<file path="src/rtl/serial_adder_pkg.sv">
// Shared types and helpers for the digit-serial add/subtract unit.
package serial_adder_pkg;

    typedef enum logic [1:0] {
        StIdle = 2'd0,
        StRun  = 2'd1,
        StDone = 2'd2
    } state_e;

    function automatic int unsigned steps_of(input int unsigned width, input int unsigned digit);
        return width / digit;
    endfunction

endpackage

</file>
<file path="src/rtl/serial_adder_digit_adder.sv">
// Combinational DIGIT-bit ripple adder; also exposes the carry into its top bit so the
// caller can form signed overflow.
module serial_adder_digit_adder #(
    parameter int unsigned DIGIT = 4
) (
    input  logic [DIGIT-1:0] a_i,
    input  logic [DIGIT-1:0] b_i,
    input  logic             c_i,
    output logic [DIGIT-1:0] sum_o,
    output logic             cout_o,
    output logic             ctop_o
);

    logic [DIGIT:0] chain;

    always_comb begin
        chain    = '0;
        sum_o    = '0;
        chain[0] = c_i;
        for (int i = 0; i < int'(DIGIT); i++) begin
            sum_o[i]     = a_i[i] ^ b_i[i] ^ chain[i];
            chain[i+1]   = (a_i[i] & b_i[i]) | (chain[i] & (a_i[i] ^ b_i[i]));
        end
    end

    assign cout_o = chain[DIGIT];
    assign ctop_o = chain[DIGIT-1];

endmodule

</file>
<file path="src/rtl/serial_adder.sv">
// Digit-serial add/subtract: processes DIGIT bits per cycle, LSB digit first, with a
// start/busy/done handshake. Result is held until the next accepted start.
module serial_adder
    import serial_adder_pkg::*;
#(
    parameter int unsigned WIDTH = 32,
    parameter int unsigned DIGIT = 4
) (
    input  logic             clk,
    input  logic             reset,
    input  logic             start,
    input  logic             subtract,
    input  logic [WIDTH-1:0] left,
    input  logic [WIDTH-1:0] right,
    input  logic             carry_in,
    output logic             busy,
    output logic             done,
    output logic [WIDTH-1:0] sum,
    output logic             carry,
    output logic             overflow
);

    localparam int unsigned STEPS = steps_of(WIDTH, DIGIT);
    localparam int unsigned CW    = $clog2(STEPS) + 1;

    if (WIDTH % DIGIT != 0) begin : g_width_check
        $error("serial_adder: WIDTH must be a multiple of DIGIT");
    end

    state_e           state_q, state_d;
    logic [CW-1:0]    step_q, step_d;
    logic [WIDTH-1:0] a_q, a_d;
    logic [WIDTH-1:0] b_q, b_d;
    logic             c_q, c_d;
    logic [WIDTH-1:0] sum_q, sum_d;
    logic             carry_q, carry_d;
    logic             ovf_q, ovf_d;

    logic [DIGIT-1:0]       dig_sum;
    logic                   dig_cout;
    logic                   dig_ctop;
    logic [WIDTH+DIGIT-1:0] sum_cat;

    serial_adder_digit_adder #(
        .DIGIT (DIGIT)
    ) u_digit (
        .a_i    (a_q[DIGIT-1:0]),
        .b_i    (b_q[DIGIT-1:0]),
        .c_i    (c_q),
        .sum_o  (dig_sum),
        .cout_o (dig_cout),
        .ctop_o (dig_ctop)
    );

    // New digit enters at the MSB end; after STEPS shifts the LSB digit sits at bit 0.
    assign sum_cat = {dig_sum, sum_q};

    always_comb begin
        state_d = state_q;
        step_d  = step_q;
        a_d     = a_q;
        b_d     = b_q;
        c_d     = c_q;
        sum_d   = sum_q;
        carry_d = carry_q;
        ovf_d   = ovf_q;
        unique case (state_q)
            StIdle, StDone: begin
                if (start) begin
                    state_d = StRun;
                    a_d     = left;
                    b_d     = subtract ? ~right : right;
                    c_d     = subtract ? 1'b1 : carry_in;
                    step_d  = '0;
                end else begin
                    state_d = StIdle;
                end
            end
            StRun: begin
                a_d    = a_q >> DIGIT;
                b_d    = b_q >> DIGIT;
                c_d    = dig_cout;
                sum_d  = sum_cat[WIDTH+DIGIT-1:DIGIT];
                step_d = step_q + CW'(1);
                if (step_q == CW'(STEPS - 1)) begin
                    state_d = StDone;
                    carry_d = dig_cout;
                    ovf_d   = dig_cout ^ dig_ctop;
                end
            end
            default: state_d = StIdle;
        endcase
    end

    always_ff @(posedge clk) begin
        if (reset) begin
            state_q <= StIdle;
            step_q  <= '0;
            a_q     <= '0;
            b_q     <= '0;
            c_q     <= 1'b0;
            sum_q   <= '0;
            carry_q <= 1'b0;
            ovf_q   <= 1'b0;
        end else begin
            state_q <= state_d;
            step_q  <= step_d;
            a_q     <= a_d;
            b_q     <= b_d;
            c_q     <= c_d;
            sum_q   <= sum_d;
            carry_q <= carry_d;
            ovf_q   <= ovf_d;
        end
    end

    assign busy     = (state_q == StRun);
    assign done     = (state_q == StDone);
    assign sum      = sum_q;
    assign carry    = carry_q;
    assign overflow = ovf_q;

endmodule
</file>
<file path="config.mk">
export PLATFORM = sky130hd
export DESIGN_NAME = serial_adder
export DESIGN_NICKNAME = d
export VERILOG_FILES = /design/src/rtl/serial_adder_pkg.sv /design/src/rtl/serial_adder_digit_adder.sv /design/src/rtl/serial_adder.sv
export SDC_FILE = /design/constraint.sdc
export NUM_CORES = 1
export LEC_CHECK = 0
export ABC_AREA = 1
export CORE_MARGIN = 5
export CORE_UTILIZATION = 45
export CTS_CLUSTER_SIZE = 8
export DETAILED_ROUTE_END_ITERATION = 6
export GPL_TIMING_DRIVEN = 0
export HOLD_SLACK_MARGIN = 0.06
export PLACE_DENSITY = 0.73
export SETUP_SLACK_MARGIN = 0.3
export SYNTH_ARGS = -nofsm -noshare
export SYNTH_HDL_FRONTEND = slang
export SYNTH_SLANG_ARGS = --single-unit
</file>
<file path="constraint.sdc">
create_clock -name clk -period 3.05 [get_ports clk]
set_clock_uncertainty 0.2 [all_clocks]
set_input_delay 0.7625 -clock clk [delete_from_list [all_inputs] [get_ports clk]]
set_output_delay 0.7625 -clock clk [all_outputs]
set_load 0.1 [all_outputs]
</file>
==> run_summary.xml, run 1 <==
<?xml version="1.0" encoding="UTF-8"?>
<metrics>
  <group name="outcome">
    <metric name="status" unit="">completed</metric>
  </group>
  <group name="power_and_ir_drop">
    <metric name="p_int" unit="mW">2.12</metric>
    <metric name="clock_power_share" unit="%">26.0</metric>
    <metric name="pwr-share-comb" unit="%">26.1</metric>
    <metric name="share_seq_of_total_power" unit="%">47.8</metric>
    <metric name="switching_power" unit="mW">1.09</metric>
    <metric name="switching_share" unit="%">34.0</metric>
    <metric name="total_leakage_power" unit="nW">3.14</metric>
    <metric name="max-vdd-ir-drop" unit="mV">0.304</metric>
    <metric name="power.density" unit="nW/um^2">508</metric>
    <metric name="totalPowerFinal" unit="mW">3.21</metric>
  </group>
  <group name="place">
    <metric name="globalplace.congestion" unit="">0.764</metric>
    <metric name="post_dp_cell_area" unit="um^2">6170</metric>
    <metric name="port-buffer-count" unit="">102</metric>
    <metric name="hpwl" unit="um">8860</metric>
    <metric name="dp_cells" unit="">1008</metric>
    <metric name="post-place-ws" unit="ns">-0.134</metric>
  </group>
  <group name="yosys">
    <metric name="post-synth-top-count-cell" unit="">sky130_fd_sc_hd__nand2_1</metric>
    <metric name="synth_ff_type" unit="">sky130_fd_sc_hd__dfxtp_1</metric>
    <metric name="synth.yosys.warnings" unit="">0</metric>
    <metric name="synth_fp_nets" unit="">840</metric>
    <metric name="synth_top_cell_area_share" unit="%">42.3</metric>
    <metric name="synth_enable_flop_cells" unit="">0</metric>
    <metric name="synthTopCellsByArea" unit="">sky130_fd_sc_hd__dfxtp_1, sky130_fd_sc_hd__nand2_1, sky130_fd_sc_hd__nand3_1</metric>
    <metric name="yosysSeqAreaShare" unit="%">42.3</metric>
    <metric name="synth.top_cells.by_count" unit="">sky130_fd_sc_hd__nand2_1, sky130_fd_sc_hd__dfxtp_1, sky130_fd_sc_hd__inv_1</metric>
    <metric name="synth_async_sr_flop_share" unit="%">0</metric>
    <metric name="synth_area_per_cell" unit="um^2">6.49</metric>
    <metric name="netlist_instances" unit="">766</metric>
    <metric name="yosys.area.top_type" unit="">sky130_fd_sc_hd__dfxtp_1</metric>
    <metric name="ys_ff_latch" unit="">105</metric>
    <metric name="synth.lib_cells_used.distinct" unit="">21</metric>
    <metric name="syn_area" unit="um^2">4970</metric>
  </group>
  <group name="setup_path">
    <metric name="worstPathCellList" unit="">inv_2 &gt; nor2_4 &gt; buf_4 &gt; buf_4 &gt; buf_6</metric>
    <metric name="cpMostUsedCell" unit="">sky130_fd_sc_hd__buf_4</metric>
    <metric name="crit_type" unit="">reg -&gt; out</metric>
    <metric name="cp.buffers_inverters" unit="">4</metric>
    <metric name="timing.rr.start" unit="">a_q[0]$_SDFFE_PP0P_</metric>
    <metric name="cp-start-kind" unit="">flip-flop</metric>
    <metric name="cp_top_family" unit="">buffers and inverters</metric>
    <metric name="crit_slowest_cell" unit="">sky130_fd_sc_hd__dfxtp_2</metric>
    <metric name="critical_path.startpoint" unit="">state_q[0]$_SDFFE_PP0P_</metric>
    <metric name="crit_path_max_fanout" unit="">10</metric>
    <metric name="cp_slowest_stage_delay" unit="ns">0.40</metric>
    <metric name="endpoint_kind" unit="">primary output</metric>
    <metric name="rrSetupSlack" unit="ns">0.72</metric>
    <metric name="required" unit="ns">2.09</metric>
    <metric name="worst_ep_arrival_time" unit="ns">1.62</metric>
  </group>
  <group name="finish">
    <metric name="nFillCells" unit="">1145</metric>
    <metric name="final_core_utilization" unit="%">58.3</metric>
    <metric name="layout-drive-gt1-share" unit="%">6.23</metric>
    <metric name="stdcell_area" unit="um^2">6320</metric>
    <metric name="area_delta_synth_final" unit="%">27.0</metric>
    <metric name="instances_no_fill" unit="">1023</metric>
    <metric name="antennaDiodeCount" unit="">0</metric>
    <metric name="design.final.nets" unit="">953</metric>
  </group>
  <group name="clocking">
    <metric name="worst_setup_hold_path_clk_slew" unit="ns">0.10</metric>
    <metric name="clk_root_buffer_cell" unit="">sky130_fd_sc_hd__clkbuf_8</metric>
    <metric name="h-tree-depth" unit="">3</metric>
    <metric name="cts_tree" unit="">built</metric>
    <metric name="clk_latency" unit="ns">0.36</metric>
    <metric name="cts_setup_buffers" unit="">0</metric>
    <metric name="cts.path.max_buffers" unit="">2</metric>
    <metric name="cts_sinks" unit="">105</metric>
    <metric name="numCtsBuffers" unit="">9</metric>
  </group>
  <group name="global_route">
    <metric name="first_global_vias" unit="">4190</metric>
    <metric name="gr-usage-all-layers" unit="%">17.6</metric>
    <metric name="largest_net_degree_at_the_start_of_global_routing" unit="">17</metric>
    <metric name="globalRouteOverflowTotal" unit="">0</metric>
    <metric name="grt_pass1_wl" unit="um">19100</metric>
    <metric name="antenna_violations_before_repair" unit="">0</metric>
  </group>
  <group name="floorplan">
    <metric name="initial_core_util" unit="%">45.9</metric>
    <metric name="die_area" unit="um^2">13300</metric>
    <metric name="dieHeight" unit="um">115</metric>
    <metric name="die_width" unit="um">115</metric>
    <metric name="placeableCoreArea" unit="um^2">10800</metric>
    <metric name="floorplan.rows" unit="">38</metric>
    <metric name="design.portCount" unit="">105</metric>
  </group>
  <group name="detailed_routing">
    <metric name="num_vias" unit="">4829</metric>
    <metric name="drc" unit="">0</metric>
    <metric name="detailedRoute.firstIterationViolations" unit="">239</metric>
    <metric name="detail_route.vias_per_cell" unit="">4.72</metric>
    <metric name="routedWlPerCell" unit="um">11.6</metric>
    <metric name="antenna_violating_nets_post_route" unit="">0</metric>
    <metric name="first_pass_iters" unit="">4</metric>
    <metric name="finalWirelength" unit="um">11800</metric>
  </group>
  <group name="timing">
    <metric name="highest_achievable_clock_rate" unit="MHz">388</metric>
    <metric name="final.setup.tns" unit="ns">0</metric>
    <metric name="maxSlewViolCount" unit="">0</metric>
    <metric name="min_period" unit="ns">2.58</metric>
    <metric name="max-slew-margin-rel" unit="%">33.6</metric>
    <metric name="finalHoldViolations" unit="">0</metric>
    <metric name="whs" unit="ns">0.268</metric>
    <metric name="final_critical_path_setup_slack" unit="ns">0.472</metric>
    <metric name="report.final.setup_viol" unit="">0</metric>
    <metric name="max_slew.worst_pin.slew" unit="ns">1.00</metric>
    <metric name="final_min_period_over_clock_period" unit="%">84.5</metric>
    <metric name="setup_repair_after_global_routing_missed_its_margin" unit="">false</metric>
  </group>
  <group name="worst_hold_path">
    <metric name="hold_path_class" unit="">reg -&gt; reg</metric>
    <metric name="min_from" unit="">a_q[19]$_SDFFE_PP0P_</metric>
  </group>
  <group name="job">
    <metric name="cap_viol_max_count" unit="">0</metric>
  </group>
</metrics>
[layer usage]
layer,vias to the layer above,global-route usage [%],part of all wire [%]
met3,4,3.95,5.1
li1,2555,-,-
met1,2184,23.1,46
met2,86,29.9,48
met5,-,0,0
met4,0,3.52,0.54
[state kept, by name, summed over array words and instances, names as in the netlist]
register,cells
a_q,32
b_q,32
c_q,1
carry,1
overflow,1
state_q,2
step_q,4
sum,32
[power by group through the flow]
| stage | Combinational, mW | Clock (mW) | Sequential [mW] |
|---|---|---|---|
| finish | 0.839 | 0.836 | 1.54 |
| global placement | 0.861 | 0 | 1.57 |
| global route | 0.920 | 0.910 | 1.55 |
| floorplan | 0.355 | 0 | 1.82 |
| CTS | 0.845 | 0.860 | 1.54 |
| detailed placement | 0.869 | 0 | 1.57 |
[what timing repair did]
item,4_1_cts,5_1_grt
gates cloned,0,0
endpoints found under the setup margin,36,1
hold buffers,0,0
resized for setup,43,2
[cells by family (layout without fill, tap and decap cells)]
logic type / count (synthesis) / after routing / share of synthesized area (%)
adders and majority gates: 5 / 5 / 1.86
and+or+nand+nor: 427 / 427 / 35.0
AOI/OAI and AO/OA: 79 / 79 / 7.95
xor gates and xnor gates: 2 / 2 / 0.352
buffers and inverters: 148 / 265 / 12.6
DFF: 105 / 105 / 42.3
[cells in the final DEF (no fill, tap or decap)]
cell type,instances
sky130_fd_sc_hd__fa_1,4
sky130_fd_sc_hd__inv_6,1
sky130_fd_sc_hd__clkdlybuf4s50_1,66
sky130_fd_sc_hd__bufinv_16,1
sky130_fd_sc_hd__nand2_4,1
sky130_fd_sc_hd__clkdlybuf4s15_2,1
sky130_fd_sc_hd__dfxtp_2,1
sky130_fd_sc_hd__o21ai_1,2
sky130_fd_sc_hd__dfxtp_1,104
sky130_fd_sc_hd__inv_1,98
sky130_fd_sc_hd__nand2_1,264
sky130_fd_sc_hd__clkinvlp_4,2
sky130_fd_sc_hd__buf_4,4
sky130_fd_sc_hd__o21ai_0,34
sky130_fd_sc_hd__nor2_1,72
sky130_fd_sc_hd__buf_2,21
sky130_fd_sc_hd__dlygate4sd2_1,34
sky130_fd_sc_hd__a21oi_1,43
sky130_fd_sc_hd__nand2_2,2
sky130_fd_sc_hd__nand3_1,84
sky130_fd_sc_hd__or2_2,2
sky130_fd_sc_hd__buf_1,2
sky130_fd_sc_hd__clkbuf_1,18
sky130_fd_sc_hd__inv_2,3
sky130_fd_sc_hd__buf_6,5
sky130_fd_sc_hd__ha_1,1
sky130_fd_sc_hd__clkbuf_8,9
sky130_fd_sc_hd__xor2_1,2
sky130_fd_sc_hd__nor2_4,2
[worst paths after layout]
check | end | cells after the start
worst max-delay path | busy | 5
worst min-delay path | a_q[19]$_SDFFE_PP0P_ | 2
worst min register to register | a_q[19]$_SDFFE_PP0P_ | 2
worst max register to register | overflow$_SDFFE_PP0P_ | 11
[area by class of cell]
| class | instances | area (um^2) | share of cell area (%) |
|---|---|---|---|
| Multi-Input combinational cell | 513 | 2250 | 35.6 |
| Sequential cell | 105 | 2100 | 33.3 |
| Timing Repair Buffer | 102 | 981 | 15.5 |
| Inverter | 101 | 379 | 6.00 |
| Buffer | 47 | 248 | 3.92 |
| Tap cell | 140 | 175 | 2.77 |
| Clock buffer | 11 | 131 | 2.08 |
| Clock inverter | 4 | 53.8 | 0.852 |
[worst min-delay path, cell delays in order (launching register included)]
cell	delay [ns]
sky130_fd_sc_hd__dfxtp_1	0.32
sky130_fd_sc_hd__nand2_1	0.06
sky130_fd_sc_hd__a21oi_1	0.05
No activity file was read; power rests on OpenSTA's default activity.
==> run 2: changes to the inputs <==
PLACE_DENSITY = 0.76   (was 0.73)
clock period = 2.1 ns   (was 3.05 ns; I/O delays follow)
==> run 2 against run 1 <==
The run now ends with negative setup slack left. Register-to-register slack got worse by 0.86 ns. Routed wire length increased by 3.5%. First-iteration DRC count increased by 11%. Combinational power increased by 57%.
==> run_summary.xml, run 2 (synthesized netlist as in run 1, its figures left out) <==
<?xml version="1.0" encoding="UTF-8"?>
<metrics>
  <group name="power_and_ir_drop">
    <metric name="switching_power" unit="mW">1.66</metric>
    <metric name="p_int" unit="mW">3.21</metric>
    <metric name="max-vdd-ir-drop" unit="mV">0.472</metric>
    <metric name="share_seq_of_total_power" unit="%">46.1</metric>
    <metric name="power.density" unit="nW/um^2">741</metric>
    <metric name="clock_power_share" unit="%">26.8</metric>
    <metric name="switching_share" unit="%">34.0</metric>
    <metric name="totalPowerFinal" unit="mW">4.87</metric>
    <metric name="pwr-share-comb" unit="%">27.0</metric>
    <metric name="total_leakage_power" unit="nW">3.18</metric>
  </group>
  <group name="worst_hold_path">
    <metric name="min_delay_worst_endpoint" unit="">a_q[28]$_SDFFE_PP0P_</metric>
    <metric name="min_from" unit="">a_q[28]$_SDFFE_PP0P_</metric>
    <metric name="hold_path_class" unit="">reg -&gt; reg</metric>
    <metric name="timing.hold.worst_path_depth" unit="">2</metric>
  </group>
  <group name="setup_path">
    <metric name="timing.rr.start" unit="">a_q[0]$_SDFFE_PP0P_</metric>
    <metric name="crit_type" unit="">reg -&gt; reg</metric>
    <metric name="worstRegToRegCells" unit="">12</metric>
    <metric name="endpoint_kind" unit="">flip-flop</metric>
    <metric name="regToRegEndpoint" unit="">c_q$_SDFFE_PP0P_</metric>
    <metric name="crit_path_max_fanout" unit="">2</metric>
    <metric name="required" unit="ns">2.13</metric>
    <metric name="rrSetupSlack" unit="ns">-0.14</metric>
    <metric name="cp-start-kind" unit="">flip-flop</metric>
    <metric name="worst_ep_arrival_time" unit="ns">2.27</metric>
  </group>
  <group name="clocking">
    <metric name="h-tree-depth" unit="">3</metric>
    <metric name="numCtsBuffers" unit="">9</metric>
    <metric name="worst_setup_hold_path_clk_slew" unit="ns">0.10</metric>
    <metric name="clk_latency" unit="ns">0.36</metric>
    <metric name="cts_sinks" unit="">105</metric>
    <metric name="clk_root_buffer_cell" unit="">sky130_fd_sc_hd__clkbuf_8</metric>
    <metric name="cts.path.max_buffers" unit="">2</metric>
    <metric name="cts_tree" unit="">built</metric>
  </group>
  <group name="floorplan">
    <metric name="die_area" unit="um^2">13300</metric>
    <metric name="placeableCoreArea" unit="um^2">10800</metric>
    <metric name="floorplan.rows" unit="">38</metric>
    <metric name="dieHeight" unit="um">115</metric>
    <metric name="design.portCount" unit="">105</metric>
    <metric name="initial_core_util" unit="%">45.9</metric>
    <metric name="die_width" unit="um">115</metric>
  </group>
  <group name="place">
    <metric name="globalplace.congestion" unit="">0.808</metric>
    <metric name="hpwl" unit="um">8990</metric>
    <metric name="post-place-ws" unit="ns">-0.839</metric>
    <metric name="port-buffer-count" unit="">102</metric>
  </group>
  <group name="finish">
    <metric name="most-common-layout-cells" unit="">sky130_fd_sc_hd__nand2_1, sky130_fd_sc_hd__dfxtp_1, sky130_fd_sc_hd__inv_1, sky130_fd_sc_hd__nand3_1, sky130_fd_sc_hd__nor2_1</metric>
    <metric name="final_core_utilization" unit="%">60.6</metric>
    <metric name="design.final.nets" unit="">964</metric>
    <metric name="layout-drive-gt1-share" unit="%">13.1</metric>
    <metric name="antennaDiodeCount" unit="">0</metric>
    <metric name="mostFrequentLayoutCell" unit="">sky130_fd_sc_hd__nand2_1</metric>
    <metric name="area_delta_synth_final" unit="%">32.0</metric>
  </group>
  <group name="global_route">
    <metric name="first_global_vias" unit="">4461</metric>
    <metric name="antenna_violations_before_repair" unit="">0</metric>
    <metric name="grt_pass1_wl" unit="um">20000</metric>
    <metric name="largest_net_degree_at_the_start_of_global_routing" unit="">19</metric>
    <metric name="gr-usage-all-layers" unit="%">18.6</metric>
    <metric name="globalRouteOverflowTotal" unit="">0</metric>
  </group>
  <group name="timing">
    <metric name="final_critical_path_setup_slack" unit="ns">-0.140</metric>
    <metric name="maxSlewViolCount" unit="">0</metric>
    <metric name="highest_achievable_clock_rate" unit="MHz">446</metric>
    <metric name="setup_repair_after_global_routing_missed_its_margin" unit="">true</metric>
    <metric name="report.final.setup_viol" unit="">4</metric>
    <metric name="final_min_period_over_clock_period" unit="%">107</metric>
    <metric name="finalHoldViolations" unit="">0</metric>
    <metric name="min_period" unit="ns">2.24</metric>
    <metric name="whs" unit="ns">0.266</metric>
    <metric name="max_slew.worst_pin.slew" unit="ns">0.491</metric>
    <metric name="max-slew-margin-rel" unit="%">67.3</metric>
  </group>
  <group name="detailed_routing">
    <metric name="first_pass_iters" unit="">4</metric>
    <metric name="routedWlPerCell" unit="um">11.8</metric>
    <metric name="detail_route.vias_per_cell" unit="">4.73</metric>
    <metric name="antenna_violating_nets_post_route" unit="">0</metric>
    <metric name="num_vias" unit="">4896</metric>
    <metric name="finalWirelength" unit="um">12200</metric>
    <metric name="detailedRoute.firstIterationViolations" unit="">266</metric>
    <metric name="drc" unit="">0</metric>
  </group>
  <group name="outcome">
    <metric name="status" unit="">complete, but fails checks</metric>
    <metric name="violations_in_the_final_reports" unit="">negative setup slack</metric>
  </group>
  <group name="job">
    <metric name="cap_viol_max_count" unit="">0</metric>
  </group>
</metrics>
[run 2: changes by cell type in the layout (fill, tap and decap cells not counted), moves of 3 or more]
cell                            change
sky130_fd_sc_hd__dlygate4sd2_1     -33
sky130_fd_sc_hd__buf_6             +31
sky130_fd_sc_hd__buf_4             +14
sky130_fd_sc_hd__dfxtp_1            -4
sky130_fd_sc_hd__fa_1               -4
sky130_fd_sc_hd__fa_2               +4
sky130_fd_sc_hd__inv_1              -4
sky130_fd_sc_hd__clkbuf_1           -3
sky130_fd_sc_hd__dfxtp_2            +3
sky130_fd_sc_hd__inv_2              +3
[run 2: stage by stage]
stage / setup TNS (ns) / cells / cell area [um^2]
after global routing: -0.794 / 1035 / 6570
after detailed placement: -16.79 / 1008 / 6190
after CTS: -0.566 / 1029 / 6410
final: -0.423 / 1035 / 6570
after floorplan: -0.0726 / 766 / 4990
after global placement: -14.73 / 1008 / 6190
[run 2: cell type report]
| type | count | area, um^2 |
|---|---|---|
| multi-input cells | 513 | 2260 |
| clock inverters | 6 | 72.6 |
| well taps | 140 | 175 |
| plain buffers | 47 | 282 |
| flip-flops and latches | 105 | 2110 |
| repair buffers | 113 | 1150 |
| clock buffers | 10 | 138 |
| fillers | 1097 | 4270 |
| inverters | 101 | 382 |
[run 2: power by group through the flow]
| stage | Sequential [mW] | Clock [mW] | Combinational [mW] |
|---|---|---|---|
| global route | 2.27 | 1.43 | 1.44 |
| CTS | 2.24 | 1.35 | 1.28 |
| global placement | 2.28 | 0 | 1.25 |
| finish | 2.25 | 1.30 | 1.32 |
| floorplan | 2.64 | 0 | 0.518 |
| detailed placement | 2.28 | 0 | 1.27 |
[run 2: per-layer routing]
| layer | track usage (%) | share of wire, % | vias up |
|---|---|---|---|
| li1 | - | - | 2581 |
| met1 | 24.1 | 45 | 2191 |
| met2 | 31.3 | 49 | 114 |
| met3 | 3.58 | 5.2 | 10 |
| met4 | 5.48 | 1.5 | 0 |
| met5 | 0 | 0 | - |
[run 2: how the worst max path moves through the flow]
stage / from / slack [ns] / depth (start not counted) / endpoint
after global routing: a_q[0]$_SDFFE_PP0P_ / -0.25 / 11 / overflow$_SDFFE_PP0P_
final: a_q[0]$_SDFFE_PP0P_ / -0.14 / 12 / c_q$_SDFFE_PP0P_
after floorplan: a_q[0]$_SDFFE_PP0P_ / -0.03 / 8 / sum[31]$_SDFFE_PP0P_
after global placement: state_q[0]$_SDFFE_PP0P_ / -0.82 / 5 / busy
after CTS: a_q[0]$_SDFFE_PP0P_ / -0.15 / 11 / overflow$_SDFFE_PP0P_
after detailed placement: state_q[0]$_SDFFE_PP0P_ / -0.84 / 5 / busy
[run 2: worst max-delay path, stage by stage, from the launching register on]
cell and delay, ns:
sky130_fd_sc_hd__dfxtp_2 0.34, sky130_fd_sc_hd__fa_2 0.38, sky130_fd_sc_hd__inv_2 0.06, sky130_fd_sc_hd__fa_2 0.18, sky130_fd_sc_hd__inv_2 0.04, sky130_fd_sc_hd__fa_2 0.35
sky130_fd_sc_hd__inv_2 0.07, sky130_fd_sc_hd__fa_2 0.19, sky130_fd_sc_hd__inv_1 0.06, sky130_fd_sc_hd__nand2_1 0.06, sky130_fd_sc_hd__nand2_1 0.05, sky130_fd_sc_hd__nor2_1 0.09
sky130_fd_sc_hd__nor2_1 0.05
[run 2: repair_timing]
item,4_1_cts,5_1_grt
gates cloned,0,0
gates resized for setup,237,33
pin swaps,3,3
endpoints found under the setup margin,100,36
buffers inserted,5,6
hold buffers,0,0
